==> config.mk <==
export PLATFORM = sky130hd
export DESIGN_NAME = cl_pattern_gen
export DESIGN_NICKNAME = d
export VERILOG_FILES = /design/src/rtl/cl_pattern_gen.sv
export SDC_FILE = /design/constraint.sdc
export NUM_CORES = 1
export LEC_CHECK = 0
export ABC_AREA = 1
export CAP_MARGIN = 20
export CORE_ASPECT_RATIO = 0.7
export CORE_MARGIN = 1.5
export CORE_UTILIZATION = 30
export CTS_BUF_LIST = sky130_fd_sc_hd__clkbuf_8
export CTS_CLUSTER_DIAMETER = 50
export DETAILED_ROUTE_END_ITERATION = 12
export HOLD_SLACK_MARGIN = 0.05
export SLEW_MARGIN = 20
export SYNTH_ARGS = -nofsm -noshare
export SYNTH_HDL_FRONTEND = slang
export SYNTH_SLANG_ARGS = --single-unit
==> constraint.sdc <==
create_clock -name CL_clk -period 1.6 [get_ports CL_clk]
set_clock_uncertainty 0.2 [all_clocks]
set_input_delay 0.24 -clock CL_clk [delete_from_list [all_inputs] [get_ports CL_clk]]
set_output_delay 0.24 -clock CL_clk [all_outputs]
set_load 0.01 [all_outputs]
==> src/rtl/cl_pattern_gen.sv <==
// rtl/cl_pattern_gen.sv - Camera Link test-pattern video source (fval/lval/dval framing plus selectable pixel patterns)
// Optional feature macro: CL_PATGEN_DVAL_THROTTLE_EN (drops dval on every 4th active cycle of a line).
module cl_pattern_gen #(
  parameter int DATA_W     = 24,
  parameter int ACTIVE_PIX = 85,
  parameter int HBLANK     = 8,
  parameter int LINES      = 4,
  parameter int FV_LEAD    = 2,
  parameter int VBLANK     = 8
) (
  input  logic              CL_clk,
  input  logic              CL_rst,
  input  logic              enable,
  input  logic [1:0]        pattern_sel,
  output logic [DATA_W+3:0] CL_data,
  output logic [15:0]       frame_cnt,
  output logic              busy
);

  function automatic int cnt_w(input int limit);
    return (limit > 1) ? $clog2(limit) : 1;
  endfunction

  localparam int BLK_MAX = (FV_LEAD > HBLANK) ? ((FV_LEAD > VBLANK) ? FV_LEAD : VBLANK)
                                              : ((HBLANK > VBLANK) ? HBLANK : VBLANK);
  localparam int BW = cnt_w(BLK_MAX);
  localparam int XW = cnt_w(ACTIVE_PIX);
  localparam int YW = cnt_w(LINES);

  localparam logic [BW-1:0] LEAD_LAST = BW'(FV_LEAD - 1);
  localparam logic [BW-1:0] HBL_LAST  = BW'(HBLANK - 1);
  localparam logic [BW-1:0] VBL_LAST  = BW'(VBLANK - 1);
  localparam logic [XW-1:0] X_LAST    = XW'(ACTIVE_PIX - 1);
  localparam logic [YW-1:0] Y_LAST    = YW'(LINES - 1);

  typedef enum logic [2:0] {
    S_IDLE,
    S_LEAD,
    S_ACTIVE,
    S_HBL,
    S_VBL
  } state_t;

  state_t              state_q, state_d;
  logic [BW-1:0]       blk_q, blk_d;
  logic [XW-1:0]       x_q, x_d;
  logic [YW-1:0]       y_q, y_d;
  logic [DATA_W-1:0]   idx_q, idx_d;
  logic [1:0]          pat_q, pat_d;
  logic [15:0]         fcnt_q, fcnt_d;
  logic [DATA_W+3:0]   data_q;
  logic                busy_q;

  logic                gap;
  logic                fval_n, lval_n, dval_n;
  logic [DATA_W-1:0]   pix_n;
  logic                x_b3, y_b3;

`ifdef CL_PATGEN_DVAL_THROTTLE_EN
  // Phase restarts at every line start, so cycles 3, 7, 11... of a line are the gaps.
  logic [1:0] ph_q, ph_d;

  assign gap = (state_q == S_ACTIVE) && (ph_q == 2'd3);

  always_comb begin
    ph_d = ph_q + 2'd1;
    if (state_q != S_ACTIVE) begin
      ph_d = 2'd0;
    end
  end

  always_ff @(posedge CL_clk) begin
    if (CL_rst) begin
      ph_q <= 2'd0;
    end else begin
      ph_q <= ph_d;
    end
  end
`else
  assign gap = 1'b0;
`endif

  if (XW > 3) begin : g_x3
    assign x_b3 = x_q[3];
  end else begin : g_x3_zero
    assign x_b3 = 1'b0;
  end

  if (YW > 3) begin : g_y3
    assign y_b3 = y_q[3];
  end else begin : g_y3_zero
    assign y_b3 = 1'b0;
  end

  always_comb begin
    state_d = state_q;
    blk_d   = blk_q;
    x_d     = x_q;
    y_d     = y_q;
    idx_d   = idx_q;
    pat_d   = pat_q;
    fcnt_d  = fcnt_q;
    case (state_q)
      S_IDLE: begin
        if (enable) begin
          state_d = S_LEAD;
          pat_d   = pattern_sel;
          blk_d   = '0;
          x_d     = '0;
          y_d     = '0;
          idx_d   = '0;
        end
      end
      S_LEAD: begin
        if (blk_q == LEAD_LAST) begin
          state_d = S_ACTIVE;
          blk_d   = '0;
          x_d     = '0;
        end else begin
          blk_d = blk_q + BW'(1);
        end
      end
      S_ACTIVE: begin
        // x and the frame index only advance on cycles that carry a valid pixel.
        if (!gap) begin
          idx_d = idx_q + DATA_W'(1);
          if (x_q == X_LAST) begin
            x_d   = '0;
            blk_d = '0;
            if (y_q == Y_LAST) begin
              state_d = S_VBL;
            end else begin
              state_d = S_HBL;
              y_d     = y_q + YW'(1);
            end
          end else begin
            x_d = x_q + XW'(1);
          end
        end
      end
      S_HBL: begin
        if (blk_q == HBL_LAST) begin
          state_d = S_ACTIVE;
          blk_d   = '0;
        end else begin
          blk_d = blk_q + BW'(1);
        end
      end
      S_VBL: begin
        if (blk_q == VBL_LAST) begin
          fcnt_d = fcnt_q + 16'd1;
          blk_d  = '0;
          if (enable) begin
            state_d = S_LEAD;
            pat_d   = pattern_sel;
            x_d     = '0;
            y_d     = '0;
            idx_d   = '0;
          end else begin
            state_d = S_IDLE;
          end
        end else begin
          blk_d = blk_q + BW'(1);
        end
      end
      default: state_d = S_IDLE;
    endcase
  end

  always_comb begin
    fval_n = 1'b0;
    lval_n = 1'b0;
    dval_n = 1'b0;
    pix_n  = '0;
    case (state_q)
      S_LEAD, S_HBL: fval_n = 1'b1;
      S_ACTIVE: begin
        fval_n = 1'b1;
        lval_n = 1'b1;
        dval_n = !gap;
      end
      default: ;
    endcase
    if (dval_n) begin
      case (pat_q)
        2'd0:    pix_n = idx_q;
        2'd1:    pix_n = DATA_W'(x_q);
        2'd2:    pix_n = DATA_W'(y_q);
        default: pix_n = {DATA_W{x_b3 ^ y_b3}};
      endcase
    end
  end

  always_ff @(posedge CL_clk) begin
    if (CL_rst) begin
      state_q <= S_IDLE;
      blk_q   <= '0;
      x_q     <= '0;
      y_q     <= '0;
      idx_q   <= '0;
      pat_q   <= 2'd0;
      fcnt_q  <= 16'd0;
      data_q  <= '0;
      busy_q  <= 1'b0;
    end else begin
      state_q <= state_d;
      blk_q   <= blk_d;
      x_q     <= x_d;
      y_q     <= y_d;
      idx_q   <= idx_d;
      pat_q   <= pat_d;
      fcnt_q  <= fcnt_d;
      // Outputs are a registered decode of the current state, one cycle behind it.
      data_q  <= {1'b0, dval_n, fval_n, lval_n, pix_n};
      busy_q  <= (state_q != S_IDLE);
    end
  end

  assign CL_data   = data_q;
  assign frame_cnt = fcnt_q;
  assign busy      = busy_q;

endmodule

After elaboration in Yosys (flattened, before gate mapping)
Index checks and enable logic that the tools add are counted. W data, S select, Z words.

Bits in registers: 86. Bits of input ports: 5. Output and inout port bits: 45. Logic and storage cells: 82.

Add/subtract/negate cells: 5. Eq/ne operators: 16. Multiplexer cells: 32. Bitwise gates (word level): 1. Reduce and logical (&&, ||, !) cells: 17.

Operator list (number): $pmux W24 S3 (2); $mux W24 (2); $mux W3 (10); $mux W7 (4); $pmux W7 S4 (1); $add A24 B1 Y24 const B (1); $add A16 B1 Y16 const B (1); $pmux W3 S5 (1); $mux W2 (6); $ne A2 B2 Y1 const B (6); $pmux W3 S4 (1); $reduce_bool A4 Y1 (2); $add A7 B1 Y7 const B (1); $eq A7 B7 Y1 const B (1); $eq A3 B1 Y1 const B (2); $eq A3 B2 Y1 const B (2); $eq A3 B3 Y1 const B (2); $pmux W2 S3 (1); $reduce_and A2 Y1 (3); $reduce_and A3 Y1 (2); $reduce_bool A3 Y1 (2); $reduce_and A5 Y1 (1); $eq A2 B2 Y1 const B (2); $pmux W2 S2 (1); other kinds (11) (14).

Logic depth before layout (Yosys ltp)
Gate-level depths: netlist (run 1).

Word-level depth: 4. Mapped depth: 11. Mapped depth without buffers: 10.

Worst setup path before layout (run 1)
Ideal clock, no wire load.

Path type: register to register. Start: register blk_q[0]. End: register y_q[0]. Library setup time: 0.116 ns. Arrival: 1.467 ns. Data required time: 1.284 ns. Setup slack: -0.183 ns. Stages on the path, launching flop included: 12. Path buffers: 1. Period minus slack after synthesis: 1.783 ns. Path through: dfxtp_1 -> ha_1 -> ha_1 -> inv_1 -> nand3_2 -> nand2_2 -> buf_6 -> inv_4 -> nand3_2 -> inv_1 -> nor2_1 -> nor2_1.

Word-level cells in the longest chain between the ends: 3.

Ends and longest elaborated chain: from (decl) (line 45) `logic [BW-1:0] blk_q, blk_d;`; from (signal assigned) (line 207) `blk_q <= blk_d;`; $eq A3 B3 Y1 (line 150) `if (blk_q == VBL_LAST) begin`; $ne A2 B2 Y1 (no line); $reduce_and A4 Y1 (no line); to (signal assigned) (line 209) `y_q <= y_d;`; to (decl) (line 47) `logic [YW-1:0] y_q, y_d;`.

No other way between the ends. A chain may end at the register's enable or synchronous reset.

Worst setup path in the final report (run 1)
Start: register blk_q[1]. End: register x_q[3].

Word-level cells in the longest chain between the ends: 3. Elaborated cells on any way between the ends: 5. Those cells by class: eq/ne (4); reduce/logical (1).

Ends and longest elaborated chain: $eq A3 B3 Y1 or $eq A3 B1 Y1 (tied branches) (line 150, 115); $ne A2 B2 Y1 (no line); $reduce_and A3 Y1 (no line) (*); to (signal assigned) (line 198) `x_q <= '0;`; to (signal assigned) (line 208) `x_q <= x_d;`; to (decl) (line 46) `logic [XW-1:0] x_q, x_d;`.

Every way passes the cells marked *; elsewhere a longest branch is shown, timed or not.

==> results of run 1 <==
-- cell usage after synthesis (9+ instances only) --
master / count
nand2_1: 139
dfxtp_1: 84
nor2_1: 74
inv_1: 73
a21oi_1: 55
nand3_1: 36
o21ai_0: 22
nor3_1: 18
nand4_1: 17
clkbuf_1: 10
ha_1: 9
-- flip-flops by register name (all words and copies together) (netlist names) --
name	cells
y_q	2
idx_q	24
blk_q	3
CL_data	26
pat_q	2
frame_cnt	16
x_q	7
state_q	3
busy	1
-- through the flow --
step	setup slack [ns]	cell area, um^2
after floorplan	-0.04910	4155
after global placement	-0.2418	5346
after detailed placement	-0.2919	5346
after CTS	-0.1350	6073
after global routing	-0.2141	6606
final	-0.1491	6606
-- layer usage --
layer  wire (um)  up-vias  global-route usage
li1            -     2201                   -
met1        5959     2018              0.2497
met2        5724      139              0.2848
met3         712       19             0.03435
met4         182        0             0.05234
met5           0        -                   0
-- what timing repair did --
action / in CTS / in global routing
pin swaps: 49 / 45
setup buffers: 12 / 12
endpoints found under the setup margin: 94 / 78
cloned: 4 / 1
resized for setup: 161 / 116
-- power breakdown --
group / total (uW) / internal, uW / switching [uW]
combinational: 3730 / 1770 / 1960
clock: 1550 / 618 / 928
sequential: 2410 / 2260 / 153
-- final timing paths --
| check | end | slack [ns] |
|---|---|---|
| worst min register to register | frame_cnt[13]$_SDFFE_PP0P_ | 0.29 |
| worst max-delay path | x_q[3]$_SDFFE_PP0P_ | -0.15 |
| worst max register to register | x_q[3]$_SDFFE_PP0P_ | -0.15 |
| worst min-delay path | frame_cnt[13]$_SDFFE_PP0P_ | 0.29 |
-- kinds of logic after synthesis --
family / after synthesis / synth area share
buffers and inverters: 93 / 0.09237
AOI/OAI and AO/OA: 90 / 0.1174
DFF: 84 / 0.4152
xor gates and xnor gates: 1 / 0.002163
and+or+nand+nor: 307 / 0.3441
other: 1 / 0.0009259
adders and majority gates: 9 / 0.02780
-- worst reg2reg max path, delay by kind of cell (launching register included) --
family | cells | cell delay, ns
buffers and inverters | 3 | 0.37
adder cells (fa/ha/maj) | 2 | 0.34
AND/OR/NAND/NOR | 3 | 0.29
AO/OA/AOI/OAI | 1 | 0.11
flip-flops | 1 | 0.37
-- area by class of cell --
class | instances | area share
clock inverters | 7 | 0.01155
repair buffers | 150 | 0.2097
well taps | 185 | 0.03504
clock buffers | 9 | 0.01875
multi-input cells | 409 | 0.4167
flip-flops and latches | 84 | 0.2604
inverters | 76 | 0.04792
==> out/metrics.yaml, run 1 <==
status: "complete, but fails checks"
violations: "setup timing"
drt-total-wl_um: 12580
ys_seq_area_frac: 0.4152
place_inst: 875
critPathSlowestCell: "dfxtp_4"
track_usage: 0.1800
fill_cells: 1200
area_growth_pct: 63.11
p_leak_uw: 0.002751
synth_area_leaders: "dfxtp_1 42%, nand2_1 13%, nor2_1 6.9%"
overflow: 0
async_reset_ff_frac: 0
multiInputGateArea_um2: 2753
postSynthAreaPerCell_um2: 6.923
worstReg2RegStart: "blk_q[1]$_SDFFE_PP0P_"
path_buf_inv: 3
drive_gt1_frac: 0.3986
netlist_instances: 585
io_pins: 50
drt-initial-drc-count: 268
cts_hold_buf: 0
clkLatencyLatePin_ns: 0.38
via_per_inst: 4.758
die-area_um2: 14220
critPathKind: "flop to flop"
hold_depth: 2
num_antenna_cells: 0
reg2regPathDepth: 9
path_max_fanout: 6
holdWs_ns: 0.2940
final_common_cell: "nand2_1"
rsz0062_at_grt: "true"
portBuffers: 48
final_nets: 744
antenna_found_initial: 0
ir_worst_vdd_mv: 0.6347
syn_area_um2: 4050
path_cells: "ha_4 -> ha_4 -> inv_4 -> nand3_4 -> buf_6 -> nand3b_1 -> buf_6 -> nand2_1 -> a21oi_2"
syn-num-nets: 599
grt_pass1_vias: 4154
start_kind: "flop"
fmax_ghz: 0.5717
setup-tns-final_ns: -6.571
cp-end-kind: "flop"
crit_arrival_ns: 1.86
fin_util: 0.5012
cp.required_ns: 1.71
synth_cell_types: 37
start_util: 0.3073
dieHeight_um: 100.2
post_drt_wl_per_cell_um: 13.67
cts_tree: "yes"
place.gp.congestion: 0.8695
post-synth-top-area-fraction: 0.4152
clk_pin_slew_ns: 0.10
cts_sinks: 84
num_rows: 35
layout_common_cells: "112 x nand2_1, 77 x buf_4, 65 x dfxtp_1"
cp_top_family: "flip-flops"
synth_warnings: 0
synth_edf_count: 0
cts-root-buf: "clkbuf_8"
drv_slew: 0
cp.depth: 9
drtAntennaViolNets: 0
fin_crit_sh: 1.093
setup_violations: 66
synth_ff_type: "dfxtp_1"
fin_cells: 920
fin_total_pwr_uw: 7683
hp-start: "frame_cnt[13]$_SDFFE_PP0P_"
crit_path_start: "blk_q[1]$_SDFFE_PP0P_"
min_period_ns: 1.749
cpPeakStageDelay_ns: 0.37
die_x_um: 141.9
cts_max_path_buffers: 2
vias: 4377
postLayoutSetupSlackWorst_ns: -0.1491
synth-seq-cells: 84
h-tree-depth: 3
cts_buffers: 9
seqCellArea_um2: 1720
drc_errors: 0
hpwlAfterDp_um: 8251
drtPass1Iterations: 5
maxCapViolations: 0
grt_max_degree: 22
hold_path.class: "flop to flop"
p_per_area_nw_per_um2: 1163
finalHoldViolCount: 0
synth.largest_area_cell: "dfxtp_1"
grt_pass1_wl_um: 20350
core_region_area_um2: 13180
No activity file was read; power rests on OpenSTA's default activity.
==> run 2: changes to the inputs <==
--- a/config.mk
+++ b/config.mk
@@ -14,6 +14,7 @@
 export CTS_CLUSTER_DIAMETER = 50
 export DETAILED_ROUTE_END_ITERATION = 12
 export HOLD_SLACK_MARGIN = 0.05
+export SETUP_SLACK_MARGIN = 0.2
 export SLEW_MARGIN = 20
 export SYNTH_ARGS = -nofsm -noshare
 export SYNTH_HDL_FRONTEND = slang
==> run 2 against run 1 <==
  * Worst setup slack better by 0.021 ns
  * Utilization down 0.73 points
  * Critical endpoint is now idx_q[9]$_SDFFE_PP0P_
  * The flow still finishes with violations (setup timing)
  * Count of clock-buffer cells in the layout unchanged
  * Largest power group unchanged
  * Final cell count up 0.54%
  * Non-clock buffer count up 5
  * Sequential cell count unchanged
  * Sequential power about the same
  * Sequential share of layout area up 0.77 points
==> out/metrics.yaml, run 2 (synthesis gave the netlist of run 1 again) <==
via_per_inst: 4.732
layout_common_cells: "120 x nand2_1, 84 x buf_4, 62 x inv_1"
critPathSlowestCell: "dfxtp_4"
maxCapViolations: 0
r2r_slack_ns: -0.13
die-area_um2: 14220
path_cells: "ha_4 -> ha_4 -> inv_4 -> nand3_4 -> nand2_4 -> buf_12 -> nor2_4 -> nand2_2 -> o21ai_2 -> nor2_1"
hp-start: "pattern_sel[1]"
final_common_cell: "nand2_1"
ir_worst_vdd_mv: 0.4814
place.gp.congestion: 0.9009
start_util: 0.3073
cpPeakStageDelay_ns: 0.37
cts_max_path_buffers: 2
vias: 4377
grt_max_degree: 22
p_per_area_nw_per_um2: 1159
io_pins: 50
drtAntennaViolNets: 0
cp.required_ns: 1.68
path_max_fanout: 6
hold_depth: 3
grt_pass1_vias: 3952
crit_arrival_ns: 1.80
setup-tns-final_ns: -2.901
worstReg2RegStart: "blk_q[0]$_SDFFE_PP0P_"
die_x_um: 141.9
post_drt_wl_per_cell_um: 13.70
area_growth_pct: 60.74
track_usage: 0.1735
fin_crit_sh: 1.080
num_antenna_cells: 0
overflow: 0
clkLatencyLatePin_ns: 0.37
crit_path_frequent_cell: "ha_4"
setup_violations: 48
drc_errors: 0
drive_gt1_frac: 0.4595
violations: "setup timing"
cts_buffers: 9
drt-initial-drc-count: 357
drt-total-wl_um: 12670
reg2regPathDepth: 10
fill_cells: 1223
drtPass1Iterations: 7
p_leak_uw: 0.002677
min_to: "pat_q[1]$_SDFFE_PP0P_"
finalHoldViolCount: 0
hpwlAfterDp_um: 8358
hold_path.class: "input port to flop"
cp-end-kind: "flop"
rsz0062_at_grt: "true"
final_nets: 749
antenna_found_initial: 0
status: "complete, but fails checks"
h-tree-depth: 3
postLayoutSetupSlackWorst_ns: -0.1284
grt_pass1_wl_um: 19740
clk_pin_slew_ns: 0.10
fmax_ghz: 0.5786
start_kind: "flop"
portBuffers: 48
critPathKind: "flop to flop"
fin_util: 0.4939
num_rows: 35
cts-root-buf: "clkbuf_8"
largest_register_ffs: 26
drv_slew: 0
min_period_ns: 1.728
dieHeight_um: 100.2
r2r_end: "idx_q[9]$_SDFFE_PP0P_"
cts_tree: "yes"
cts_sinks: 84
core_region_area_um2: 13180
-- run 2: cell count changes in the layout (fill, tap and decap cells not counted), sizes merged --
cell	delta
buf	+22
clkdlybuf4s15	+9
bufinv	+1
dlygate4sd2	-42
bufbuf	-1
clkinv	-3
clkinvlp	+1
inv	+1
clkbuf	+17
-- run 2: layout make-up --
type	instances	area (um^2)	share of cell area
multi-input combinational	409	2690	0.4132
sequential	84	1745	0.2681
timing repair buffer	155	1314	0.2018
inverter	76	312.8	0.04805
tap	185	231.5	0.03556
clock buffer	9	123.9	0.01903
clock inverter	7	92.59	0.01422
-- run 2: repair_timing --
action | CTS | global route
endpoints found under the hold margin | 0 | 0
resized for setup | 225 | 126
hold buffers | 0 | 0
setup buffers | 18 | 15
setup endpoints to repair | 125 | 113
cloned | 4 | 0
pin swaps | 28 | 32
-- run 2: power breakdown --
| part | total [uW] | switching (uW) | internal (uW) |
|---|---|---|---|
| sequential | 2440 | 177 | 2260 |
| clock | 1650 | 891 | 761 |
| combinational | 3460 | 1850 | 1610 |
| total | 7550 | 2920 | 4630 |
-- run 2: worst max-delay path, delay by kind of cell, from the launching register on --
kind	cells	cell delay, ns
AND/OR/NAND/NOR	5	0.45
flip-flops	1	0.37
adder cells (fa/ha/maj)	2	0.28
buffers and inverters	2	0.20
AO/OA/AOI/OAI	1	0.12
-- run 2: routing by layer --
| layer | wire length [um] | global-route usage |
|---|---|---|
| met1 | 6043 | 0.2530 |
| met2 | 5639 | 0.2570 |
| met3 | 854 | 0.03531 |
| met4 | 134 | 0.05155 |
| met5 | 0 | 0 |
-- run 2: how the worst max path moves through the flow --
stage / from / endpoint / slack, ns
3_3_place_gp: enable / idx_q[9]$_SDFFE_PP0P_ / -0.30
4_1_cts: blk_q[0]$_SDFFE_PP0P_ / y_q[1]$_SDFFE_PP0P_ / -0.11
6_report: blk_q[0]$_SDFFE_PP0P_ / idx_q[9]$_SDFFE_PP0P_ / -0.13
2_1_floorplan: blk_q[0]$_SDFFE_PP0P_ / y_q[1]$_SDFFE_PP0P_ / -0.05
3_5_place_dp: enable / idx_q[9]$_SDFFE_PP0P_ / -0.33
5_1_grt: state_q[1]$_SDFFE_PP0P_ / idx_q[15]$_SDFFE_PP0P_ / -0.23
-- run 2: metrics by stage --
stage / cells / worst slack (ns) / instance area (um^2) / hold WS (ns) / power [uW]
after detailed placement: 872 / -0.3273 / 5385 / 0.2590 / 4660
final: 925 / -0.1284 / 6510 / 0.2755 / 7547
after global placement: 872 / -0.2963 / 5385 / 0.2422 / 4599
after floorplan: 585 / -0.04910 / 4232 / 0.2325 / 3840
after CTS: 910 / -0.1146 / 6190 / 0.2711 / 6958
after global routing: 925 / -0.2262 / 6510 / 0.2769 / 7933
==> run 3: changes to the inputs <==
--- a/config.mk
+++ b/config.mk
@@ -19,3 +19,4 @@
 export SYNTH_ARGS = -nofsm -noshare
 export SYNTH_HDL_FRONTEND = slang
 export SYNTH_SLANG_ARGS = --single-unit
+export TNS_END_PERCENT = 5
==> constraint.sdc (replaced) <==
create_clock -name CL_clk -period 1.7 [get_ports CL_clk]
set_clock_uncertainty 0.2 [all_clocks]
set_input_delay 0.255 -clock CL_clk [delete_from_list [all_inputs] [get_ports CL_clk]]
set_output_delay 0.255 -clock CL_clk [all_outputs]
set_load 0.01 [all_outputs]
==> run 3 against run 2 <==
  * The run still ends with setup timing left
  * Sequential cell count unchanged
  * Clock power down 13%
  * Non-clock buffer count down 40
  * Global-route usage down 2.1 points
  * Combinational power down 28%
  * Sequential share of layout area up 3.0 points
  * Worst setup slack better by 0.092 ns
  * Largest power group unchanged
  * Total power down 18%
  * Register-to-register slack better by 0.09 ns
  * Critical path type unchanged
  * Utilization down 5.7 points
==> out/metrics.yaml, run 3 (synthesis gave the netlist of run 1 again) <==
status: "complete, but fails checks"
violations: "setup timing"
cts_max_path_buffers: 2
maxCapViolations: 0
area_growth_pct: 42.11
drv_slew: 0
start_util: 0.3073
clkLatencyLatePin_ns: 0.37
drtPass1Iterations: 5
dieHeight_um: 100.2
antenna_found_initial: 0
drt-total-wl_um: 10600
min_period_ns: 1.736
drive_gt1_frac: 0.2690
track_usage: 0.1527
cts-root-buf: "clkbuf_8"
fmax_ghz: 0.5759
finalHoldViolCount: 0
die-area_um2: 14220
p_leak_uw: 0.002402
drt-initial-drc-count: 241
overflow: 0
fill_cells: 1310
ir_worst_vdd_mv: 0.5525
h-tree-depth: 3
drc_errors: 0
multiInputGateArea_um2: 2303
drtAntennaViolNets: 0
critPathKind: "flop to flop"
fin_crit_sh: 1.021
place.gp.congestion: 0.8837
final_common_cell: "nand2_1"
cts_buffers: 9
vias: 4091
post_drt_wl_per_cell_um: 11.99
cts_tree: "yes"
core_region_area_um2: 13180
grt_pass1_vias: 3667
largest_register_ffs: 26
cp-end-kind: "flop"
clk_pin_slew_ns: 0.10
num_rows: 35
seqCellArea_um2: 1717
layout_common_cells: "132 x nand2_1, 68 x inv_1, 62 x dfxtp_1, 62 x nor2_1, 58 x buf_4"
grt_max_degree: 22
via_per_inst: 4.628
io_pins: 50
grt_pass1_wl_um: 17350
p_per_area_nw_per_um2: 1073
postLayoutSetupSlackWorst_ns: -0.03629
die_x_um: 141.9
start_kind: "flop"
crit_arrival_ns: 1.80
final_nets: 708
portBuffers: 48
cts_sinks: 84
rsz0062_at_grt: "true"
fin_total_pwr_uw: 6178
cp.required_ns: 1.77
num_antenna_cells: 0
postLayoutCellArea_um2: 5756
hpwlAfterDp_um: 7723
hold_path.class: "flop to flop"
placed_area_um2: 5199
path_max_fanout: 5
setup_violations: 2
-- run 3: cell types whose count changed in the layout (fill, tap and decap cells not counted), moves of 12 or more --
| cell | change |
|---|---|
| buf_2 | -12 |
| dfxtp_1 | +13 |
| dlygate4sd2_1 | +31 |
| a21oi_2 | -16 |
| buf_4 | -26 |
| a21oi_1 | +19 |
| clkbuf_2 | -19 |
| nand2_1 | +12 |
-- run 3: final timing paths --
kind | endpoint | cells after the start | from | slack, ns
max | idx_q[9]$_SDFFE_PP0P_ | 10 | blk_q[0]$_SDFFE_PP0P_ | -0.04
min | frame_cnt[13]$_SDFFE_PP0P_ | 2 | frame_cnt[13]$_SDFFE_PP0P_ | 0.29
max reg2reg | idx_q[9]$_SDFFE_PP0P_ | 10 | blk_q[0]$_SDFFE_PP0P_ | -0.04
min reg2reg | frame_cnt[13]$_SDFFE_PP0P_ | 2 | frame_cnt[13]$_SDFFE_PP0P_ | 0.29
-- run 3: final cells by class --
type | count | share of cell area
timing repair buffer | 115 | 0.1743
clock inverter | 7 | 0.01326
clock buffer | 9 | 0.02152
sequential | 84 | 0.2983
tap | 185 | 0.04022
multi-input combinational | 408 | 0.4002
inverter | 76 | 0.05217
-- run 3: worst max-delay path, cell delays in order (launching register included) --
cell,delay (ns)
dfxtp_4,0.37
ha_4,0.15
ha_4,0.15
inv_4,0.04
nand3_4,0.07
nand2_4,0.08
buf_12,0.15
nor2_4,0.16
nand2_2,0.08
o21ai_2,0.13
nor2_1,0.04
-- run 3: routing by layer --
| layer | global-route usage | share of wire | vias to the layer above |
|---|---|---|---|
| li1 | - | - | 2109 |
| met1 | 0.2176 | 0.52 | 1843 |
| met2 | 0.2293 | 0.41 | 128 |
| met3 | 0.03578 | 0.060 | 11 |
| met4 | 0.04362 | 0.010 | 0 |
| met5 | 0 | 0 | - |
-- run 3: report_power, final --
group | switching, uW | internal (uW) | leakage [uW]
logic | 1380 | 1110 | 0.00161
clock network | 855 | 581 | 0.000102
registers | 142 | 2110 | 0.000690
-- run 3: per-stage QoR --
step	setup TNS (ns)	setup slack (ns)	std cells	util	hold slack, ns
2_1_floorplan	0	0.04654	585	-	0.2475
3_3_place_gp	-2.951	-0.2001	859	0.3944	0.2837
3_5_place_dp	-3.295	-0.2602	859	0.3944	0.2916
4_1_cts	-0.09212	-0.02005	878	0.4156	0.2932
5_1_grt	-1.584	-0.1023	884	0.4366	0.3069
6_report	-0.05685	-0.03629	884	0.4366	0.2920
-- run 3: repair_timing --
action	in CTS	in global routing
cloned	0	1
setup endpoints to repair	103	84
hold buffers	0	0
pin swaps	13	26
buffers inserted	3	5
resized for setup	96	73
